File: config.mk
export PLATFORM = sky130hd
export DESIGN_NAME = compressor_env
export DESIGN_NICKNAME = d
export VERILOG_FILES = /design/src/rtl/compressor_env.sv
export SDC_FILE = /design/constraint.sdc
export NUM_CORES = 1
export LEC_CHECK = 0
export ABC_AREA = 0
export BUFFER_PORTS_ARGS = -buffer_cell sky130_fd_sc_hd__buf_2
export CAP_MARGIN = 0
export CORE_ASPECT_RATIO = 0.75
export CORE_MARGIN = 2
export CORE_UTILIZATION = 40
export DETAILED_ROUTE_END_ITERATION = 7
export SYNTH_ARGS = -nofsm -noshare
export SYNTH_HDL_FRONTEND = slang
export SYNTH_SLANG_ARGS = --single-unit
File: constraint.sdc
create_clock -name clk -period 41.3 [get_ports clk]
set_clock_uncertainty 0.05 [all_clocks]
set_input_delay 2.065 -clock clk [delete_from_list [all_inputs] [get_ports clk]]
set_output_delay 2.065 -clock clk [all_outputs]
set_load 0.005 [all_outputs]
File: src/rtl/compressor_env.sv
// Envelope-following dynamic range compressor: peak envelope with attack/release,
// smoothed gain from a serial restoring divider, applied to one sample at a time.
module compressor_env #(
    parameter int DATA_W    = 16,
    parameter int CTRL_W    = 8,
    parameter int ATK_SHIFT = 2,
    parameter int REL_SHIFT = 6
) (
    input  logic                     clk,
    input  logic                     rst_n,
    input  logic                     in_valid,
    output logic                     in_ready,
    input  logic signed [DATA_W-1:0] audio_in,
    input  logic [CTRL_W-1:0]        threshold,
    input  logic [CTRL_W-1:0]        ratio,
    input  logic                     bypass,
    output logic signed [DATA_W-1:0] audio_out,
    output logic                     out_valid,
    output logic [DATA_W-2:0]        env_o,
    output logic                     gr_active
);

    localparam int MW = DATA_W - 1;
    localparam int CW = $clog2(DATA_W);
    localparam logic [DATA_W-1:0]        UNITY = {1'b1, {MW{1'b0}}};
    localparam logic signed [DATA_W-1:0] MIN_X = {1'b1, {MW{1'b0}}};

    typedef enum logic [2:0] {IDLE, DETECT, DIVIDE, APPLY, OUT} state_t;

    state_t state, state_next;

    logic signed [DATA_W-1:0] x_q;
    logic [CTRL_W-1:0]        thr_code_q;
    logic [CTRL_W-1:0]        ratio_q;
    logic                     bypass_q;
    logic [MW-1:0]            env_q;
    logic [DATA_W-1:0]        gain_q;
    logic [MW-1:0]            rem_q;
    logic                     tgt_lsb_q;
    logic [CW-1:0]            cnt_q;

    logic signed [DATA_W-1:0]   neg_x;
    logic [MW-1:0]              mag, thr, step_up, step_dn, env_next, excess, target;
    logic [MW+CTRL_W-1:0]       slope_prod;
    logic                       compress;
    logic [MW:0]                trial;
    logic                       qbit;
    logic [MW-1:0]              rem_next;
    logic signed [2*DATA_W:0]   prod;
    logic signed [DATA_W-1:0]   y;

    // Detection, envelope update, divider step and gain application datapath
    always_comb begin
        neg_x = -x_q;
        if (x_q == MIN_X)
            mag = '1;
        else if (x_q[DATA_W-1])
            mag = MW'(neg_x);
        else
            mag = MW'(x_q);

        thr = MW'(thr_code_q) << (MW - CTRL_W);

        step_up = (mag - env_q) >> ATK_SHIFT;
        if (step_up == '0)
            step_up = MW'(1);
        step_dn = (env_q - mag) >> REL_SHIFT;
        if (step_dn == '0)
            step_dn = MW'(1);

        env_next = env_q;
        if (mag > env_q)
            env_next = env_q + step_up;
        else if (mag < env_q)
            env_next = env_q - step_dn;

        excess     = env_next - thr;
        slope_prod = (MW+CTRL_W)'(excess) * (MW+CTRL_W)'(ratio_q);
        target     = thr + MW'(slope_prod >> CTRL_W);
        compress   = !bypass_q && (env_next > thr);

        // Dividend is target << (DATA_W-1): its lsb enters on the first step, zeros after
        trial    = {rem_q, (cnt_q == '0) ? tgt_lsb_q : 1'b0};
        qbit     = (trial >= {1'b0, env_q});
        rem_next = qbit ? MW'(trial - {1'b0, env_q}) : MW'(trial);

        prod = x_q * $signed({1'b0, gain_q});
        y    = DATA_W'(prod >>> (DATA_W - 1));
    end

    always_ff @(posedge clk or negedge rst_n) begin
        if (!rst_n)
            state <= IDLE;
        else
            state <= state_next;
    end

    always_comb begin
        state_next = state;
        in_ready   = 1'b0;
        out_valid  = 1'b0;
        case (state)
            IDLE: begin
                in_ready = 1'b1;
                if (in_valid)
                    state_next = DETECT;
            end
            DETECT: state_next = compress ? DIVIDE : APPLY;
            DIVIDE: begin
                if (cnt_q == CW'(DATA_W - 1))
                    state_next = APPLY;
            end
            APPLY: state_next = OUT;
            OUT: begin
                in_ready  = 1'b1;
                out_valid = 1'b1;
                state_next = in_valid ? DETECT : IDLE;
            end
            default: state_next = IDLE;
        endcase
    end

    // Output is registered at the end of APPLY so it is valid during the OUT cycle
    always_ff @(posedge clk or negedge rst_n) begin
        if (!rst_n) begin
            x_q        <= '0;
            thr_code_q <= '0;
            ratio_q    <= '0;
            bypass_q   <= 1'b0;
            env_q      <= '0;
            gain_q     <= '0;
            rem_q      <= '0;
            tgt_lsb_q  <= 1'b0;
            cnt_q      <= '0;
            audio_out  <= '0;
            gr_active  <= 1'b0;
        end else begin
            if (in_ready && in_valid) begin
                x_q        <= audio_in;
                thr_code_q <= threshold;
                ratio_q    <= ratio;
                bypass_q   <= bypass;
            end
            case (state)
                DETECT: begin
                    env_q <= env_next;
                    if (compress) begin
                        gain_q    <= '0;
                        rem_q     <= target >> 1;
                        tgt_lsb_q <= target[0];
                        cnt_q     <= '0;
                    end else begin
                        gain_q <= UNITY;
                    end
                end
                DIVIDE: begin
                    gain_q <= {gain_q[DATA_W-2:0], qbit};
                    rem_q  <= rem_next;
                    cnt_q  <= cnt_q + 1'b1;
                end
                APPLY: begin
                    audio_out <= y;
                    gr_active <= (gain_q < UNITY);
                end
                default: ;
            endcase
        end
    end

    assign env_o = env_q;

endmodule

Yosys cells after proc, flatten, opt, wreduce, memory -nomap -nowiden
Index checks and enable logic that the tools add are counted.
Word-level totals
  bits in registers: 104
  output and inout port bits: 34
  input bits: 36
  logic and storage cells: 70
Operators by class
  magnitude comparators: 5
  mux-type cells: 21
  reduce and logical (&&, ||, !) cells: 12
  equality and inequality tests: 9
  $add $sub $neg: 9
  multipliers: 2
Operators with widths (count)
  $mux W15: 6
  $sub A15 B15 Y15: 5
  $pmux W16 S2: 1
  $mul A16 B17 Y31: 1
  $add A15 B15 Y15: 2
  $gt A15 B15 Y1: 2
  $logic_not A15 Y1: 2
  $pmux W15 S2: 1
  $mul A15 B8 Y23: 1
  $eq A16 B16 Y1 const B: 1
  $ge A16 B15 Y1: 1
  $lt A16 B16 Y1 const B: 1
  $mux W16: 1
  $lt A15 B15 Y1: 1
  $neg A15 Y15: 1
  $pmux W3 S5: 1
  $mux W13: 1
  $mux W9: 1
  $pmux W4 S2: 1
  $eq A3 B2 Y1 const B: 2
  $mux W3: 2
  $ne A2 B2 Y1 const B: 3
  $reduce_and A2 Y1: 3
  $mux W1: 5
  other kinds (11): 12

Depth between registers and ports, before layout
  depth after elaboration: 14
  gate-level depth with buffers: 68
  gate-level depth less buffers: 65

Least setup slack after synthesis
OpenSTA, ideal clock, no wires.
  kind: register to register
  start point: register x_q[8]
  end point: register rem_q[13]
  slack: 27679 ps
  path buffers: 3
  library setup time: 139 ps
  arrival: 13431 ps
  data required time: 41111 ps
  stages on the path, launching flop included: 63
  clock period less this slack: 13621 ps
  cell sequence: dfrtp_1 -> clkbuf_1 -> or4_1 -> nor4_1 -> nand2b_1 -> or3_1 -> or3_1 -> clkbuf_1 -> clkbuf_1 -> nand2_1 -> ha_1 -> nor2b_1 -> o21a_1 -> o21ai_0 -> a311oi_1 -> or3_1 -> and3_1 -> or3_1 -> [27 not listed] -> ha_1 -> nand2_1 -> or4_1 -> nor2_1 -> o211ai_1 -> a41oi_1 -> o21a_1 -> nor2_1 -> ha_1 -> a21o_1 -> a21o_1 -> a21oi_1 -> o21ai_0 -> xnor2_1 -> or3_1 -> a21oi_1 -> a31oi_1 -> o221ai_1
Between the ends
  cells in the longest elaborated chain, start to end: 14
  elaborated cells between the ends (all ways): 25
  those cells by class: add/sub (7); mul (1); order compare (3); eq/ne (2); mux (8); reduce/logical (4)
Ends and longest elaborated chain
  start: declaration: line 32  | logic signed [DATA_W-1:0] x_q;
  start signal: assignment: line 139  | x_q <= audio_in;
  $neg A15 Y15: line 54  | neg_x = -x_q;
  $mux W15: line 57  | else if (x_q[DATA_W-1])
  $mux W15 *: line 55  | if (x_q == MIN_X)
  $sub A15 B15 Y15: line 67  | step_dn = (env_q - mag) >> REL_SHIFT;
  $logic_not A15 Y1: line 68  | if (step_dn == '0)
  $mux W9: line 68
  $sub A15 B15 Y15: line 75  | env_next = env_q - step_dn;
  $mux W15: line 74  | else if (mag < env_q)
  $mux W15 *: line 72  | if (mag > env_q)
  named net env_next[10]: line 43  | logic [MW-1:0] mag, thr, step_up, step_dn, env_next, excess, target;
  $sub A15 B15 Y15: line 77  | excess = env_next - thr;
  $mul A15 B8 Y23: line 78  | slope_prod = (MW+CTRL_W)'(excess) * (MW+CTRL_W)'(ratio_q);
  $add A15 B15 Y15: line 79  | target = thr + MW'(slope_prod >> CTRL_W);
  $mux W15: line 147  | if (compress) begin
  $pmux W15 S2: line 144  | case (state)
  end signal: assignment: line 149  | rem_q <= target >> 1;
  end signal: assignment: line 158  | rem_q <= rem_next;
  end: declaration: line 38  | logic [MW-1:0] rem_q;
Mark *: on every way through the listed nets, which the timed path passes. The rest lies on a longest branch. The select of a mux whose other input is x is not followed.
A chain may end at the register's enable or synchronous reset.

Final worst setup path
  start point: register x_q[7]
  end point: register rem_q[13]
Same word-level chain as after synthesis.

==> report_table.html <==
<table>
<tr><th>Metric</th><th>Value</th></tr>
<tr><th colspan="2">Logic synthesis</th></tr>
<tr><td>Post-Syn Instances</td><td>about 2300</td></tr>
<tr><td>Synth top area cells</td><td>fa_1, ha_1, dfrtp_1</td></tr>
<tr><td>Flops &amp; latches, synth</td><td>around 100</td></tr>
<tr><td>Share of async-settable or async-resettable flops after synthesis</td><td>100%</td></tr>
<tr><td>Cell Area, Synth</td><td>slightly below 20000 µm²</td></tr>
<tr><td>Share of the synthesized area in the top cell type</td><td>between 20% and 30%</td></tr>
<tr><td>Count of cell types in the netlist</td><td>73</td></tr>
<tr><td>Average size of a mapped cell</td><td>slightly below 9 µm²</td></tr>
<tr><td>Largest area contributor in the synthesized netlist</td><td>fa_1</td></tr>
<tr><td>Portion of the post-synthesis area used by sequential elements</td><td>around an eighth</td></tr>
<tr><td>Predominant post-synthesis flop cell</td><td>dfrtp_1</td></tr>
<tr><td>Number of warnings reported in the yosys synthesis log</td><td>0</td></tr>
<tr><td>EDFF count, synth</td><td>0</td></tr>
<tr><td>Mapped Nets</td><td>2817</td></tr>
<tr><th colspan="2">Global routing</th></tr>
<tr><td>Vias in the first global route</td><td>between 15000 and 20000</td></tr>
<tr><td>Overall overflow remaining after global route</td><td>0</td></tr>
<tr><td>Maximum number of pins on one net before global-route repair</td><td>75</td></tr>
<tr><td>Global-route wire length before repair</td><td>approximately 92 mm</td></tr>
<tr><td>Antenna violations before repair</td><td>1</td></tr>
<tr><td>Overall Global Routing Usage</td><td>23.2%</td></tr>
<tr><th colspan="2">Timing</th></tr>
<tr><td>Fin Setup TNS</td><td>0 ns</td></tr>
<tr><td>Post-layout min period</td><td>15.54 ns</td></tr>
<tr><td>Achievable Freq</td><td>0.0643 GHz</td></tr>
<tr><td>Number of slew-limit violations in the final report</td><td>0</td></tr>
<tr><td>Post-route clock period utilization</td><td>37.6%</td></tr>
<tr><td>Slew of the pin with the lowest slew margin</td><td>between 1 and 1.5 ns</td></tr>
<tr><td>Worst relative slew slack</td><td>20.7%</td></tr>
<tr><td>Setup repair after global routing missed its margin</td><td>no</td></tr>
<tr><td>Final Hold Violating Endpoints</td><td>0</td></tr>
<tr><td>Setup violators final</td><td>0</td></tr>
<tr><td>Hold Worst Slack</td><td>between 0.4 and 0.5 ns</td></tr>
<tr><th colspan="2">Floorplanning</th></tr>
<tr><td>I/O pins</td><td>70</td></tr>
<tr><td>Die Outline Area</td><td>51600 µm²</td></tr>
<tr><td>Standard cell core area</td><td>49000 µm²</td></tr>
<tr><td>Die X</td><td>262 µm</td></tr>
<tr><td>Initial cell density of the core</td><td>just over 40%</td></tr>
<tr><td>Number of placement rows</td><td>70</td></tr>
<tr><td>Chip height</td><td>a little under 200 µm</td></tr>
<tr><th colspan="2">Clock tree</th></tr>
<tr><td>Number of clock buffers inserted by TritonCTS</td><td>9</td></tr>
<tr><td>TritonCTS clock tree</td><td>done</td></tr>
<tr><td>Worst-Skew Late Latency</td><td>0.39 ns</td></tr>
<tr><td>Post-CTS setup buffer count</td><td>0</td></tr>
<tr><td>Resize count post-CTS</td><td>0</td></tr>
<tr><td>Clock root cell</td><td>clkbuf_16</td></tr>
<tr><td>Maximum clock insertion buffer count</td><td>2</td></tr>
<tr><td>Clock sinks</td><td>104</td></tr>
<tr><td>H-tree levels</td><td>3</td></tr>
<tr><td>Clk slew on worst S/H paths</td><td>about 0.080 ns</td></tr>
<tr><td>Number of buffers added to fix hold violations after cts</td><td>0</td></tr>
<tr><th colspan="2">Setup path</th></tr>
<tr><td>FF-to-FF End</td><td>rem_q[13]</td></tr>
<tr><td>Highest fanout seen on the critical path</td><td>20</td></tr>
<tr><td>Startpoint kind of the worst setup timing path</td><td>register</td></tr>
<tr><td>Number of cells on the worst reg-to-reg path</td><td>58</td></tr>
<tr><td>FF-to-FF setup slack</td><td>between 20 and 30 ns</td></tr>
<tr><td>CP endpoint kind</td><td>register</td></tr>
<tr><td>Class of the most critical setup path</td><td>register to register</td></tr>
<tr><td>Highest-delay cell along the critical path</td><td>or4_1</td></tr>
<tr><td>Endpoint arrival time on the critical path</td><td>approximately 16 ns</td></tr>
<tr><td>Required time worst endpoint</td><td>41.49 ns</td></tr>
<tr><td>Slowest stage delay, CP</td><td>between 0.6 and 0.7 ns</td></tr>
<tr><td>Reg2Reg Launch Point</td><td>x_q[7]</td></tr>
<tr><th colspan="2">Final layout</th></tr>
<tr><td>Layout filler cell count</td><td>between 4000 and 5000</td></tr>
<tr><td>Antenna Diode Count</td><td>0</td></tr>
<tr><td>Layout area overhead</td><td>5.95%</td></tr>
<tr><td>Fin nets</td><td>2812</td></tr>
<tr><td>Proportion of layout cells with a drive suffix above 1</td><td>6.68%</td></tr>
<tr><th colspan="2">Detailed routing</th></tr>
<tr><td>Total Routed Length</td><td>roughly 56 mm</td></tr>
<tr><td>Via density per instance</td><td>5.30</td></tr>
<tr><td>Final routed wire length divided by cell count</td><td>19.2 µm</td></tr>
<tr><td>Via count of the routed design</td><td>about 15000</td></tr>
<tr><td>Post-route antenna net violation count</td><td>0</td></tr>
<tr><td>First-pass iteration count of the detailed router</td><td>5</td></tr>
<tr><td>Number of remaining DRC errors</td><td>0</td></tr>
<tr><td>First-iteration detailed-routing DRC count</td><td>1126</td></tr>
<tr><th colspan="2">Place</th></tr>
<tr><td>PortBufs</td><td>69</td></tr>
<tr><td>Final GP Congestion</td><td>between 0.9 and 1</td></tr>
<tr><td>HPWL reported at the end of detailed placement</td><td>45.0 mm</td></tr>
<tr><th colspan="2">Run</th></tr>
<tr><td>Number of maximum-capacitance violations</td><td>0</td></tr>
<tr><th colspan="2">Min path</th></tr>
<tr><td>Class of the worst hold path</td><td>register to register</td></tr>
<tr><td>Worst min-delay path startpoint</td><td>audio_out[7]</td></tr>
<tr><td>Hold-critical path depth</td><td>2</td></tr>
<tr><td>Destination of the worst hold path</td><td>audio_out[7]</td></tr>
<tr><th colspan="2">Outcome</th></tr>
<tr><td>Outcome</td><td>finished clean</td></tr>
</table>
[cell usage in the layout (no fill, tap or decap), types with 16 or more instances in the layout]
cell / n
inv_1: 397
nand2_1: 277
fa_1: 275
ha_1: 232
and2_1: 171
dfrtp_1: 104
o21ai_0: 86
buf_2: 68
nor2_1: 66
a21oi_1: 65
xnor2_1: 53
xor2_1: 41
nand2b_1: 36
mux2_2: 33
nand3_1: 26
nor2b_1: 25
nor3_1: 25
a21o_1: 25
o21a_1: 22
buf_4: 19
o211ai_1: 16
[critical path: cells and delay by family, from the launching register on]
kind                       cells  cell delay (ns)
adders and majority gates      9             3.47
buffers and inverters          2             0.10
AOI/OAI and AO/OA             24             5.26
DFF                            1             0.64
and+or+nand+nor               20             4.97
xor gates and xnor gates       3             0.86
[cell usage after synthesis, drive strengths merged, types with 36 or more instances]
library cell    n
a21oi          65
and2          172
clkbuf         89
dfrtp         104
fa            275
ha            232
inv           397
mux2           36
nand2         277
nand2b         36
nor2           66
o21ai          98
xnor2          53
xor2           41
[stage by stage]
| stage | util (%) | setup WS [ns] | cells | instance area [µm²] |
|---|---|---|---|---|
| 2_1_floorplan | - | 27.68 | 2274 | 19900 |
| 6_report | 43.1 | 25.76 | 2922 | 21100 |
| 5_1_grt | 43.1 | 24.64 | 2922 | 21100 |
| 4_1_cts | 43.1 | 25.90 | 2922 | 21100 |
| 3_3_place_gp | 42.4 | 26.39 | 2906 | 20800 |
| 3_5_place_dp | 42.4 | 25.96 | 2906 | 20800 |
[registers in the layout (all words and copies together), names as in the netlist]
| signal | count |
|---|---|
| audio_out | 16 |
| bypass_q | 1 |
| cnt_q | 4 |
| env_o | 15 |
| gain_q | 16 |
| gr_active | 1 |
| ratio_q | 8 |
| rem_q | 15 |
| state | 3 |
| tgt_lsb_q | 1 |
| thr_code_q | 8 |
| x_q | 16 |
[logic make-up (layout without fill, tap and decap cells)]
logic type      Yosys count  count (layout)  synth area share, %
fa+ha+maj               507             507                 42.3
xor+xnor                 94              94                 4.14
flops                   104             104                 13.1
mux                      50              50                 2.76
compound gates          322             322                 10.6
buf+inv                 501             501                 9.62
simple gates            696             696                 17.5
[how the worst max path moves through the flow]
stage / startpoint / end / slack, ns / cells after the start
5_1_grt: x_q[7] / rem_q[13] / 24.64 / 59
3_3_place_gp: x_q[8] / rem_q[13] / 26.39 / 59
4_1_cts: x_q[7] / rem_q[13] / 25.90 / 59
2_1_floorplan: x_q[8] / rem_q[13] / 27.68 / 62
6_report: x_q[7] / rem_q[13] / 25.76 / 58
3_5_place_dp: x_q[7] / rem_q[13] / 25.96 / 59
[metal layers]
layer,routed length [µm],track usage (%),vias to the layer above
li1,-,-,7220
met1,27500,34.5,7715
met2,23100,33.2,496
met3,4680,6.77,58
met4,871,4.29,2
met5,10,0,-
[layout make-up]
type | instances | area (µm²) | share of cell area (%)
multi-input combinational | 1669 | 15400 | 73.0
sequential | 104 | 2600 | 12.3
inverter | 398 | 1490 | 7.09
tap | 648 | 811 | 3.85
timing repair buffer | 87 | 483 | 2.29
clock buffer | 12 | 246 | 1.17
clock inverter | 4 | 53.8 | 0.255
Power is left out: the tool's default activity adds up to more than one toggle a clock period on the data nets, which glitch-free logic cannot reach.
